<file path="src/rtl/fifo_write_arbiter.sv">
// Round-robin, burst-capable arbiter sharing one FIFO write port among NREQ producers.
// Grants are combinational; the FIFO strobe and data are registered one cycle later.
module fifo_write_arbiter #(
    parameter int NREQ  = 4,
    parameter int WIDTH = 32,
    parameter int DEPTH = 8,
    parameter int BURST = 4,
    localparam int IDW  = (NREQ > 1) ? $clog2(NREQ) : 1
) (
    input  logic                  clk,
    input  logic                  reset,
    input  logic [NREQ-1:0]       req,
    input  logic [NREQ*WIDTH-1:0] req_data,
    output logic [NREQ-1:0]       grant,
    output logic [IDW-1:0]        owner_id,
    output logic                  fifo_we,
    output logic [WIDTH-1:0]      fifo_din,
    input  logic [WIDTH-1:0]      fifo_count
);

    localparam int BW = $clog2(BURST + 1);
    localparam logic [WIDTH:0] FIFO_SIZE = (WIDTH + 1)'(1) << DEPTH;

    typedef enum logic {S_IDLE, S_BURST} state_t;

    state_t          state, state_n;
    logic [IDW-1:0]  ptr, ptr_n, owner_n, winner, gidx;
    logic [BW-1:0]   bcnt, bcnt_n;
    logic            found, space_ok;
    logic [NREQ-1:0] grant_w;
    logic [WIDTH:0]  occupancy;

    function automatic logic [IDW-1:0] next_idx(input logic [IDW-1:0] i);
        return (int'(i) == NREQ - 1) ? '0 : i + 1'b1;
    endfunction

    // The in-flight write is counted so a word registered this cycle cannot overflow.
    always_comb begin
        occupancy = {1'b0, fifo_count} + (WIDTH + 1)'(fifo_we);
        space_ok  = occupancy < FIFO_SIZE;
    end

    always_comb begin
        found  = 1'b0;
        winner = '0;
        for (int k = 0; k < NREQ; k++) begin
            int j;
            j = int'(ptr) + k;
            if (j >= NREQ) j = j - NREQ;
            if (!found && req[j]) begin
                found  = 1'b1;
                winner = IDW'(j);
            end
        end
    end

    always_comb begin
        state_n = state;
        ptr_n   = ptr;
        owner_n = owner_id;
        bcnt_n  = bcnt;
        grant_w = '0;
        gidx    = owner_id;
        case (state)
            S_IDLE: begin
                gidx = winner;
                if (found && space_ok) begin
                    grant_w[winner] = 1'b1;
                    owner_n         = winner;
                    bcnt_n          = BW'(1);
                    if (BURST > 1) state_n = S_BURST;
                    else           ptr_n   = next_idx(winner);
                end
            end
            S_BURST: begin
                if (!req[owner_id]) begin
                    ptr_n   = next_idx(owner_id);
                    state_n = S_IDLE;
                end else if (space_ok) begin
                    grant_w[owner_id] = 1'b1;
                    bcnt_n            = bcnt + 1'b1;
                    if (int'(bcnt) + 1 == BURST) begin
                        ptr_n   = next_idx(owner_id);
                        state_n = S_IDLE;
                    end
                end
                // a full FIFO holds the burst without forfeiting ownership
            end
            default: state_n = S_IDLE;
        endcase
        if (reset) grant_w = '0;
    end

    assign grant = grant_w;

    always_ff @(posedge clk) begin
        if (reset) begin
            state    <= S_IDLE;
            ptr      <= '0;
            owner_id <= '0;
            bcnt     <= '0;
            fifo_we  <= 1'b0;
            fifo_din <= '0;
        end else begin
            state    <= state_n;
            ptr      <= ptr_n;
            owner_id <= owner_n;
            bcnt     <= bcnt_n;
            fifo_we  <= |grant_w;
            if (|grant_w) fifo_din <= req_data[gidx*WIDTH +: WIDTH];
        end
    end

endmodule
</file>
<file path="config.mk">
export PLATFORM = sky130hd
export DESIGN_NAME = fifo_write_arbiter
export DESIGN_NICKNAME = d
export VERILOG_FILES = /design/src/rtl/fifo_write_arbiter.sv
export SDC_FILE = /design/constraint.sdc
export NUM_CORES = 1
export LEC_CHECK = 0
export BUFFER_PORTS_ARGS = -buffer_cell sky130_fd_sc_hd__clkbuf_2
export CAP_MARGIN = 0
export CORE_MARGIN = 2
export CORE_UTILIZATION = 33
export CTS_BUF_LIST = sky130_fd_sc_hd__clkbuf_16
export DETAILED_ROUTE_END_ITERATION = 16
export GPL_ROUTABILITY_DRIVEN = 0
export PLACE_DENSITY_LB_ADDON = 0.1
export SETUP_SLACK_MARGIN = 0.1
export SLEW_MARGIN = 20
export SYNTH_ARGS = -nofsm -noshare
export SYNTH_HDL_FRONTEND = slang
export SYNTH_SLANG_ARGS = --single-unit
export TNS_END_PERCENT = 10
</file>
<file path="constraint.sdc">
create_clock -name clk -period 8.1 [get_ports clk]
set_clock_uncertainty 0.15 [all_clocks]
set_input_delay 0.405 -clock clk [delete_from_list [all_inputs] [get_ports clk]]
set_output_delay 0.405 -clock clk [all_outputs]
set_load 0.05 [all_outputs]
</file>
Yosys cells after proc, flatten, opt, wreduce, memory -nomap -nowiden
Index checks and enable logic that the tools add are counted.
- word-level logic and storage cells: 102
- register bits: 41
- output and inout bits: 39
- $add $sub $neg: 11
- multiplexer cells: 50
- reduce and logical (&&, ||, !) cells: 13
- $lt $le $gt $ge: 13
- equality and inequality tests: 7
- bitwise gates (word level): 1
- shift operators: 1
- operators by type and width (operator ; count):
    < comparator 32 x 4 -> 1 bit (second input constant) ; 4
    2-to-1 mux 32 bit ; 4
    indexed part select 128 x 8 -> 32 bit ; 1
    adder 32 x 1 -> 33 bit ; 1
    < comparator 33 x 9 -> 1 bit (second input constant) ; 1
    2-to-1 mux 2 bit ; 10
    2-to-1 mux 1 bit ; 19
    2-to-1 mux 4 bit ; 4
    subtractor 3 x 3 -> 4 bit (second input constant) ; 3
    binary-select mux 1 bit (select 2 bit) ; 5
    greater-or-equal comparator 3 bit (second input constant) ; 3
    2-to-1 mux 3 bit ; 3
    case mux 4 bit (2 select lines) ; 1
    adder 2 x 2 -> 3 bit (second input constant) ; 2
    logical AND 1 bit ; 6
    < comparator 2 x 3 -> 1 bit (second input constant) ; 2
    case mux 3 bit (2 select lines) ; 1
    AND reduction 3 bit ; 2
    adder 3 x 1 -> 4 bit (second input constant) ; 1
    demux 1 bit (select 2 bit) ; 2
    == test 4 x 3 -> 1 bit (second input constant) ; 1
    greater-or-equal comparator 2 x 1 -> 1 bit (second input constant) ; 2
    inequality test 2 x 1 -> 1 bit (second input constant) ; 2
    OR reduction 4 bit ; 1
    other kinds (13) ; 15

Longest topological paths before layout
Gate-level depths: netlist of run 1.
- depth after elaboration: 23
- depth in mapped cells: 10
- depth with buffers taken out: 8

Least setup slack after synthesis of run 1
No wires, ideal clock.
- kind: register -> output
- from: register fifo_we
- to: output port grant[0]
- arrival time: 3.529 ns
- data required time: 7.545 ns
- cell stages (with the launch flop): 11
- path buffers: 2
- setup slack: 4.016 ns
- cells stage by stage: dfxtp_1 -> nand4_1 -> or4_1 -> buf_2 -> nor4_2 -> nor3_1 -> a211oi_2 -> and4_4 -> nand2_4 -> buf_6 -> nor3_1
- word-level cells in the longest chain between the ends: 6
- ends and longest elaborated chain (element ; line ; RTL):
    start: declaration ; 16 ; output logic fifo_we,
    start signal: assignment ; 109 ; fifo_we <= |grant_w;
    adder 32 x 1 -> 33 bit * ; 39 ; occupancy = {1'b0, fifo_count} + (WIDTH + 1)'(fifo_we);
    < comparator 33 x 9 -> 1 bit * ; 40 ; space_ok = occupancy < FIFO_SIZE;
    2-to-1 mux 4 bit / logical AND 1 bit (equally long branches) ; 79, 67 ;
    2-to-1 mux 4 bit, on equally long branches ; 76, 67 ;
    case mux 4 bit (2 select lines) * ; 64 ; case (state)
    2-to-1 mux 4 bit * ; 91 ; if (reset) grant_w = '0;
    end: declaration ; 14 ; output logic [NREQ-1:0] grant,
Every way passes the cells marked *; elsewhere a longest branch is shown, timed or not.

Worst setup path after layout of run 1
- from: input port fifo_count[13]
- to: output port grant[0]
- word-level cells in the longest chain between the ends: 6
- ends and longest elaborated chain (element ; line ; RTL):
    start: declaration ; 18 ; input logic [WIDTH-1:0] fifo_count
    adder 32 x 1 -> 33 bit * ; 39 ;
    < comparator 33 x 9 -> 1 bit * ; 40 ;
    2-to-1 mux 4 bit / logical AND 1 bit (equally long branches) ; 79, 67 ;
    2-to-1 mux 4 bit, on equally long branches ; 76, 67 ;
    case mux 4 bit (2 select lines) * ; 64 ;
    2-to-1 mux 4 bit * ; 91 ;
Marked as above.

==> results of run 1 <==
==> worst max-delay path, stage by stage <==
cell,delay [ns]
clkbuf_2,0.12
nand3_2,0.18
nor4_1,0.72
nand3_1,0.23
a21o_1,0.22
a21oi_1,0.23
and4_4,0.30
nand2_4,0.28
nor3_1,0.32
clkbuf_2,0.32
==> metrics by stage <==
stage	cells	utilization (%)	hold WS, ns	instance area [sq um]
2_1_floorplan	381	-	0.3346	3535
3_3_place_gp	686	44.44	0.3248	4608
3_5_place_dp	686	44.44	0.3294	4608
4_1_cts	694	46.04	0.3411	4775
5_1_grt	694	46.04	0.3495	4775
6_report	694	46.04	0.3339	4775
==> cell type report <==
type                            instances  area share (%)
Sequential cell                        41           17.19
Multi-Input combinational cell        292           53.04
Clock buffer                            5           2.621
Inverter                                9          0.7075
Tap cell                              136           3.564
Timing Repair Buffer                  208           22.01
Clock inverter                          3          0.8648
==> power breakdown <==
group / internal (uW) / switching (uW) / leakage, uW
registers: 202 / 0.0000315 / 0.000330
logic: 71.3 / 59.7 / 0.00166
clock network: 144 / 80.8 / 0.0000775
==> kinds of logic (layout without fill, tap and decap cells) <==
kind of cell / count (synthesis) / in the layout / synth area share [%]
AO/OA/AOI/OAI: 116 / 116 / 26.37
XOR/XNOR: 3 / 3 / 0.7435
adder cells (fa/ha/maj): 6 / 6 / 2.124
buffers and inverters: 48 / 225 / 6.407
flip-flops: 41 / 41 / 23.22
multiplexers: 35 / 35 / 21.59
AND/OR/NAND/NOR: 132 / 132 / 19.54
==> Yosys cell counts, types with 3 or more instances <==
master / instances / area [sq um]
buf_2: 4 / 20.02
o311ai_1: 3 / 26.28
dfxtp_1: 41 / 820.8
a21oi_1: 15 / 75.07
a22oi_1: 4 / 30.03
o311ai_0: 31 / 271.5
o41ai_1: 33 / 289.0
o21ai_0: 4 / 20.02
and3_1: 6 / 37.54
nor2_1: 18 / 67.56
buf_6: 4 / 45.04
nor4_1: 7 / 43.79
nand4_1: 8 / 50.05
nor3_1: 15 / 75.07
mux4_2: 33 / 743.2
and2_1: 3 / 18.77
nand2b_1: 6 / 37.54
clkbuf_1: 28 / 105.1
or4_1: 3 / 22.52
nand2_1: 42 / 157.7
inv_1: 8 / 30.03
a211oi_1: 4 / 30.03
nand3_1: 10 / 50.05
ha_1: 6 / 75.07
xnor2_1: 3 / 26.28
buf_4: 3 / 22.52
==> sequential cells by signal, indices dropped and copies added, names as in the netlist <==
signal / cells
owner_id: 2
fifo_din: 32
fifo_we: 1
bcnt: 3
ptr: 2
state: 1
==> per-layer routing <==
metal,share of wire [%],track usage [%],wire length (um)
met5,0,0,0
met4,0.54,3.938,60
met3,7.2,4.600,803
met2,51,34.32,5676
met1,42,23.72,4656
==> how the worst min path moves through the flow <==
| stage | to | slack [ns] | cells past startpoint |
|---|---|---|---|
| 2_1_floorplan | bcnt[1]$_SDFFE_PP0P_ | 0.33 | 2 |
| 3_3_place_gp | fifo_din[25]$_SDFFE_PP0P_ | 0.32 | 2 |
| 3_5_place_dp | fifo_din[14]$_SDFFE_PP0P_ | 0.33 | 2 |
| 4_1_cts | fifo_din[14]$_SDFFE_PP0P_ | 0.34 | 2 |
| 5_1_grt | fifo_din[14]$_SDFFE_PP0P_ | 0.35 | 2 |
| 6_report | fifo_din[14]$_SDFFE_PP0P_ | 0.33 | 2 |
==> metrics, run 1 <==
Post-synth EDFFs 0; grt ovf 0; Power Dens Cells approximately 120 mW/mm^2; Slew HR 28.89%; WL/cell 16.13 um; Rows 37; vias in the first global route approximately 3900; initial antenna violation count 0; Core Area slightly above 0.01 sq mm; final worst setup slack about 4.2 ns; max cap viols 0; Crit Path Class primary input to output port; CTS Buffer Depth 2; CP Capture Type output port; post-CTS setup buffer count 0; min Tclk post-route approximately 3.9 ns; WL final around 11000 um; Setup Viol. Count Final 0; Main synth FF type dfxtp_1; syn_area_per_cell a little over 9 sq um; Residual DRC 0; post-DP HPWL 8431 um; Die ar. about 0.012 sq mm; Clock Sinks just over 40; DR iter-0 viols around 160; Setup crit start fifo_count[13]; # port buffers between 200 and 250; Die W between 100 and 150 um; Overall Power between 500 and 600 uW; cts hold-fix bufs 0; largest net degree at the start of global routing 73; clock transition at the registers of the reported paths 0.06 ns; Hold/Removal Path Class flip-flop to flip-flop; fillers 1027; htree depth 2; Mapped Cells 381; Hold Startpoint fifo_din[14]$_SDFFE_PP0P_; worst reg-to-reg path cell count 8; Place WS slightly above 4 ns; Worst EP arrival 3.33 ns; Slew Viols, Final 0; Async SR Flop Fraction 0%; vias per std cell between 5 and 6; Multi-input gate area between 0.002 and 0.003 sq mm; Worst R2R End fifo_din[16]$_SDFFE_PP0P_; Nets between 700 and 800; synthesized area 0.003535 sq mm; Lkg Pwr approximately 0.0021 uW; DR pass1 iterations 4; first-pass GRT wire length ~18000 um; commonest non-fill, non-tap cell in the layout clkbuf_2; DRT antenna net count 0; Required @ worst endpoint around 7.6 ns; Worst-Margin Slew around 1.1 ns; io pins 205; Netlist cell types 54; synthesized flop and latch total 41; commonest cells after routing, fill and taps aside clkbuf_2 (204), nand2_1 (42), dfxtp_1 (41); outcome completed; Tcrit/Tclk final a little under half; Reg2Reg Setup Slack between 4 and 5 ns; clk_lat worst skew about 0.27 ns; post-synthesis sequential area ratio a little under a quarter; RSZ-0062 raised after global routing false; FMAX roughly 260 MHz; Sequential Area 820.8 sq um; ANT cells 0; gr usage total around a fifth; peak supply drop 0.00008314 V; RR Startpoint fifo_we$_SDFF_PP0_; Synth warnings 0; CP Max Fanout 40; clock root cell clkbuf_16; layout cells sized above 1 ~47%; Worst Setup Start Kind primary input; CTS tree yes; post-cts resize count 0; Initial Util about a third; chip height 107.5 um; Via Count approximately 3900; CTS buffer count 5; final setup TNS 0 ns; Layout area overhead 35.08%; syn_nets approximately 550; Final Hold Fails 0; CP Capture Point grant[0]
(Power assumes the default switching activity.)
==> inputs of run 2 (changes only) <==
- ABC_AREA: not set -> 1
- clock period: 8.1 -> 4 ns (I/O delays scaled with it)
==> run 2 against run 1 <==
Setup slack worse by 3.3 ns. Die area is 19% higher. Synthesized cell count is 100% higher. Sequential power is 100% higher. Sequential share of layout area is 2.2 points lower. Register-to-register slack worse by 3.6 ns. Global-route usage is 1.7 points lower. First-iteration DRC count is 47% higher. Total power is 95% higher. Clock power is 76% higher. Non-clock buffer count is 3 higher. Via count is 29% higher. Largest cell class unchanged.
==> metrics, run 2 <==
Mapped Cells 762 (+100%); Place WS 0.9709 ns (-3.156 ns); Die ar. 0.01374 sq mm (+19%); ANT cells 0 (unchanged); io pins 205 (unchanged); final worst setup slack 0.9192 ns (-3.293 ns); WL final 13070 um (+17%); max cap viols 0 (unchanged); Initial Util 33.65% (-0.44 points); Hold Path Depth 2 (unchanged); # port buffers 204 (unchanged); Core Area 0.01257 sq mm (+21%); GR Util met2 30.38% (-3.9 points); routing usage on met3 3.605% (-1.0 points); Power Dens Cells 198.3 mW/mm^2 (+70%); Async SR Flop Fraction 0% (unchanged); Die W 117.2 um (+9.0%); synth top area cells dfxtp_1 (19%), nand2_1 (18%), nor2_1 (15%); RR Startpoint ptr[0]$_SDFFE_PP0P_; first-pass GRT wire length 19840 um (+8.4%); chip height 117.2 um (+9.0%); syn_nets 934 (+69%); Required @ worst endpoint 4.07 ns (-3.48 ns); Worst R2R End fifo_din[20]$_SDFFE_PP0P_; Slew HR 53.84% (+25 points); DR pass1 iterations 4 (unchanged); CTS Buffer Depth 2 (unchanged); placed inst area 0.005336 sq mm (+16%); Clock Sinks 41 (unchanged); initial antenna violation count 0 (unchanged); Tcrit/Tclk final 77.02%; post-CTS setup buffer count 0 (unchanged); synthesized flop and latch total 41 (unchanged); gr usage total 17.63% (-1.7 points); Largest Register fifo_din; Via Count 5102 (+29%); CTS tree yes; DR iter-0 viols 230 (+47%); synthesized area 0.004229 sq mm (+20%); Residual DRC 0 (unchanged); CTS buffer count 5 (unchanged); post-synth top area cell dfxtp_1; Worst Setup Start Kind flip-flop; WHS Endpoint state$_SDFF_PP0_; Worst-Margin Slew 0.6913 ns (-0.3753 ns); cts hold-fix bufs 0 (unchanged); max FFs per register 32 (unchanged); post-synthesis sequential area ratio 19.41% (-3.8 points); top-count cell post-synth nand2_1; DRT antenna net count 0 (unchanged); commonest cells after routing, fill and taps aside nand2_1 (208), clkbuf_2 (204), nor2_1 (170); Final Cell Area 0.005479 sq mm (+15%); peak supply drop 0.0001839 V (+120%); Crit Path Class flip-flop to flip-flop; CP Max Fanout 64 (+60%); htree depth 2 (unchanged); clock root cell clkbuf_16; commonest non-fill, non-tap cell in the layout nand2_1; post-DP HPWL 10410 um (+23%); FMAX approximately 320 MHz; Synth warnings 0 (unchanged); Lkg Pwr 0.003030 uW (+47%); clk_lat worst skew 0.28 ns (about the same); layout cells sized above 1 26.90% (-20 points); post-cts resize count 0 (unchanged); Main synth FF type dfxtp_1; Layout area overhead 29.56%; Worst EP arrival 3.15 ns (-0.18 ns); clock transition at the registers of the reported paths 0.06 ns (about the same); global routing's busiest layer met2; syn_area_per_cell 5.550 sq um (-40%); Nets 1119 (+53%); WL/cell 11.67 um (-28%); top cell type's share of synthesized area 19.41% (-3.8 points); M1 GR Usage 23.23% (-0.49 points); vias in the first global route 4361 (+11%); Hold/Removal Path Class primary input to flip-flop; vias per std cell 4.555 (-20%); Final Hold Fails 0 (unchanged); Reg2Reg Setup Slack 0.92 ns (-3.61 ns); Post-synth EDFFs 0 (unchanged); CP Capture Type flip-flop; worst reg-to-reg path cell count 17 (+9); final setup TNS 0 ns (unchanged); Slew Viols, Final 0 (unchanged); RSZ-0062 raised after global routing false; grt ovf 0 (unchanged); Setup Viol. Count Final 0 (unchanged); Top Registers fifo_din x32, bcnt x3; Hold Startpoint reset; largest net degree at the start of global routing 65 (-11%); most instantiated cells after synthesis nand2_1 (208), nor2_1 (170), inv_1 (85), dfxtp_1 (41), o21ai_0 (40); min Tclk post-route 3.081 ns; Rows 41 (+11%); Netlist cell types 31 (-43%); Overall Power 1087 uW (+95%); outcome completed
[run 2: changes by cell type after synthesis, moves of 33 or more]
cell	before	now
nor2_1	18	170
nand2_1	42	208
o21ai_0	4	40
o41ai_1	33	0
inv_1	8	85
mux4_2	33	0
o21bai_1	1	34
[run 2: area by class of cell]
| class | instances | area, sq um |
|---|---|---|
| Clock buffer | 5 | 125.1 |
| Clock inverter | 3 | 17.52 |
| Fill cell | 1422 | 7089 |
| Inverter | 87 | 326.6 |
| Multi-Input combinational cell | 601 | 2900 |
| Sequential cell | 41 | 820.8 |
| Tap cell | 172 | 215.2 |
| Timing Repair Buffer | 211 | 1074 |
[run 2: per-layer routing]
layer,vias to the layer above,share of wire (%)
met5,-,0
met4,0,0.71
met3,8,5.1
met2,113,47
met1,2195,47
li1,2786,-
[run 2: per-stage QoR]
step | util [%] | hold slack, ns | instances
floorplan | - | 0.1191 | 762
global placement | 42.46 | 0.3164 | 1112
detailed placement | 42.46 | 0.3239 | 1112
CTS | 43.59 | 0.03064 | 1120
global route | 43.59 | 0.03801 | 1120
finish | 43.59 | 0.03459 | 1120
[run 2: critical path, cell delays in order (launching register included)]
cell	delay [ns]
dfxtp_1	0.55
inv_1	0.14
nand2_1	0.08
nand2_1	0.06
nand2_1	0.08
nand2_1	0.08
nor2_2	0.17
nand3_1	0.09
nand3_1	0.07
nand2_1	0.14
o21ai_4	0.18
buf_4	0.50
o21ai_0	0.16
o22ai_1	0.24
inv_1	0.07
nand2_1	0.06
nand2_1	0.06
nor2_1	0.08
[run 2: worst max-delay path by stage]
stage	startpoint	end	slack, ns	depth (start not counted)
final	ptr[0]$_SDFFE_PP0P_	fifo_din[20]$_SDFFE_PP0P_	0.92	17
after floorplan	fifo_we$_SDFF_PP0_	fifo_din[0]$_SDFFE_PP0P_	1.18	20
after global routing	ptr[0]$_SDFFE_PP0P_	fifo_din[20]$_SDFFE_PP0P_	0.58	17
after detailed placement	ptr[0]$_SDFFE_PP0P_	fifo_din[28]$_SDFFE_PP0P_	0.97	17
after CTS	fifo_we$_SDFF_PP0_	grant[0]	0.94	15
after global placement	ptr[0]$_SDFFE_PP0P_	fifo_din[12]$_SDFFE_PP0P_	0.93	15
[run 2: cell families after synthesis]
logic type,share of synthesized area (%)
xor gates and xnor gates,1.035
AOI/OAI and AO/OA,19.17
and+or+nand+nor,46.33
adders and majority gates,1.775
DFF,19.41
buffers and inverters,12.28
[run 2: where the power goes]
| part | internal, uW | switching [uW] | total (uW) |
|---|---|---|---|
| Combinational | 127 | 157 | 284 |
| Clock | 229 | 165 | 395 |
| Sequential | 408 | 0.0000347 | 408 |
==> inputs of run 3 (changes only) <==
- clock period: 4 -> 2.85 ns (I/O delays scaled with it)
==> run 3 against run 2 <==
Non-clock buffer count rose by 44. Combinational power rose by 57%. Routed wire length rose by 8.7%. Critical path type is now flip-flop to output port. Clock-buffer cell count did not move. Largest power group unchanged.
==> metrics, run 3 (synthesis results as in run 2) <==
Core Area 0.01257 sq mm (unchanged); Place WS -0.2729 ns (-1.244 ns); Nets 1167 (+4.3%); CP Capture Type output port; Lkg Pwr 0.003346 uW (+10%); slowest CP cell dfxtp_2; Residual DRC 0 (unchanged); WHS Endpoint fifo_din[21]$_SDFFE_PP0P_; commonest non-fill, non-tap cell in the layout clkbuf_2; Final Cell Area 0.006203 sq mm (+13%); Via Count 5326 (+4.4%); fin cells 1168 (+4.3%); Setup Viol. Count Final 0 (unchanged); Top Registers fifo_din x32, bcnt x3; Worst-Margin Slew 0.4211 ns (-0.2702 ns); layout cells sized above 1 33.63% (+6.7 points); clk_lat worst skew 0.28 ns (about the same); Final Hold Fails 0 (unchanged); Largest stage delay, worst path 0.34 ns (-0.21 ns); clock root cell clkbuf_16; vias in the first global route 4511 (+3.4%); DR iter-0 viols 182 (-21%); initial antenna violation count 0 (unchanged); Hold/Removal Path Class primary input to flip-flop; CTS tree yes; Slew Viols, Final 0 (unchanged); Required @ worst endpoint 2.56 ns (-1.51 ns); final worst setup slack 0.07734 ns (-0.8418 ns); Worst Setup Start Kind flip-flop; vias per std cell 4.560 (+0.10%); Tcrit/Tclk final between 90% and 100%; htree depth 2 (unchanged); Clock Sinks 41 (unchanged); largest net degree at the start of global routing 65 (unchanged); Slew HR 71.80% (+18 points); peak supply drop 0.0002001 V (+8.8%); clock transition at the registers of the reported paths 0.07 ns (about the same); CP dominant cell by count nand2_2; Worst EP arrival 2.48 ns (-0.67 ns); FMAX around 360 MHz; Hold Path Depth 5 (+3); Rows 41 (unchanged); Layout area overhead 46.69%; Setup crit start fifo_we$_SDFF_PP0_; DRT antenna net count 0 (unchanged); ANT cells 0 (unchanged); Worst R2R End fifo_din[28]$_SDFFE_PP0P_; critical path, cell by cell nand2_2 -> nor2_4 -> nand2_4 -> nor2_8 -> nand2_2 -> nand2_2 -> nand2_2 -> nor2_4 -> nand3_2 -> nor2_4 -> buf_6 -> nand4_1 -> nand2_2 -> nand2_2 -> buf_6 -> inv_4 -> buf_8; io pins 205 (unchanged); Die ar. 0.01374 sq mm (unchanged); Reg2Reg Setup Slack 0.11 ns (-0.81 ns); chip height 117.2 um (unchanged); CTS Buffer Depth 2 (unchanged); first-pass GRT wire length 20950 um (+5.6%); worst reg-to-reg path cell count 21 (+4); gr usage total 18.67% (+1.0 points); RR Startpoint fifo_we$_SDFF_PP0_; RSZ-0062 raised after global routing true; Initial Util 33.65% (unchanged); Cells after DPL 1143 (+2.8%); post-DP HPWL 10330 um (-0.81%); WL/cell 12.17 um (+4.2%); final setup TNS 0 ns (unchanged); Largest Register fifo_din; DR pass1 iterations 4 (unchanged); CTS buffer count 5 (unchanged); WL final 14210 um (+8.7%); Power Dens Cells 255.8 mW/mm^2 (+29%); min Tclk post-route approximately 2.8 ns; Overall Power 1587 uW (+46%); commonest cells after routing, fill and taps aside clkbuf_2 (200), nand2_1 (194), nor2_1 (163); max cap viols 0 (unchanged); Die W 117.2 um (unchanged); outcome completed; CP Max Fanout 6 (-91%); max FFs per register 32 (unchanged); placed inst area 0.005633 sq mm (+5.6%); Hold Startpoint req_data[117]; grt ovf 0 (unchanged); # port buffers 204 (unchanged); Crit Path Class flip-flop to output port
[run 3: cell count changes in the layout (fill, tap and decap cells not counted), moves of 4 or more]
cell and change:
nor2_2 +5, buf_8 +4, nor2_1 -7, buf_6 +8
nand2_1 -14, nor2_4 +6, clkbuf_16 +4, buf_4 +23
buf_12 +8, nand2_2 +12, clkbuf_2 -4, inv_1 -5
[run 3: layout make-up]
class	instances	area (sq um)
timing repair buffer	255	1647
sequential	41	825.8
tap	172	215.2
fill	1378	6365
inverter	87	334.1
multi-input combinational	605	3035
clock inverter	3	21.27
clock buffer	5	125.1
[run 3: how the worst max path moves through the flow]
stage,end,slack (ns),cells past startpoint
2_1_floorplan,fifo_din[0]$_SDFFE_PP0P_,0.22,20
3_3_place_gp,fifo_din[1]$_SDFFE_PP0P_,-0.27,19
4_1_cts,grant[0],0.06,17
5_1_grt,fifo_din[1]$_SDFFE_PP0P_,-0.10,21
3_5_place_dp,fifo_din[8]$_SDFFE_PP0P_,-0.27,19
6_report,grant[3],0.08,17
[run 3: layer usage]
layer,track usage (%),vias up,routed length [um]
met5,0,-,0
met4,3.686,0,147
met3,2.884,8,632
met2,32.57,127,6878
met1,24.48,2304,6553
li1,-,2887,-
[run 3: critical path, delay by kind of cell, from the launching register on]
| kind | cells | cell delay, ns |
|---|---|---|
| simple gates | 13 | 1.43 |
| buf+inv | 4 | 0.44 |
| flops | 1 | 0.34 |
[run 3: through the flow]
step	util, %	hold WS, ns
after floorplan	-	0.06157
after global placement	44.82	0.2677
after detailed placement	44.82	0.2679
after CTS	46.81	0.1208
after global routing	49.36	0.1458
final	49.36	0.1226
[run 3: repair_timing]
item,in CTS,in global routing
hold endpoints to repair,4,0
pin swaps,6,23
gates resized for setup,14,51
gates cloned,2,7
setup buffers,2,5
endpoints found under the setup margin,36,37
hold buffers,1,0
[run 3: power by group]
part	internal, uW	leakage (uW)	total (uW)	switching, uW
Clock	326	0.0000702	569	243
Sequential	572	0.000331	572	0.0000472
Combinational	212	0.00294	446	234
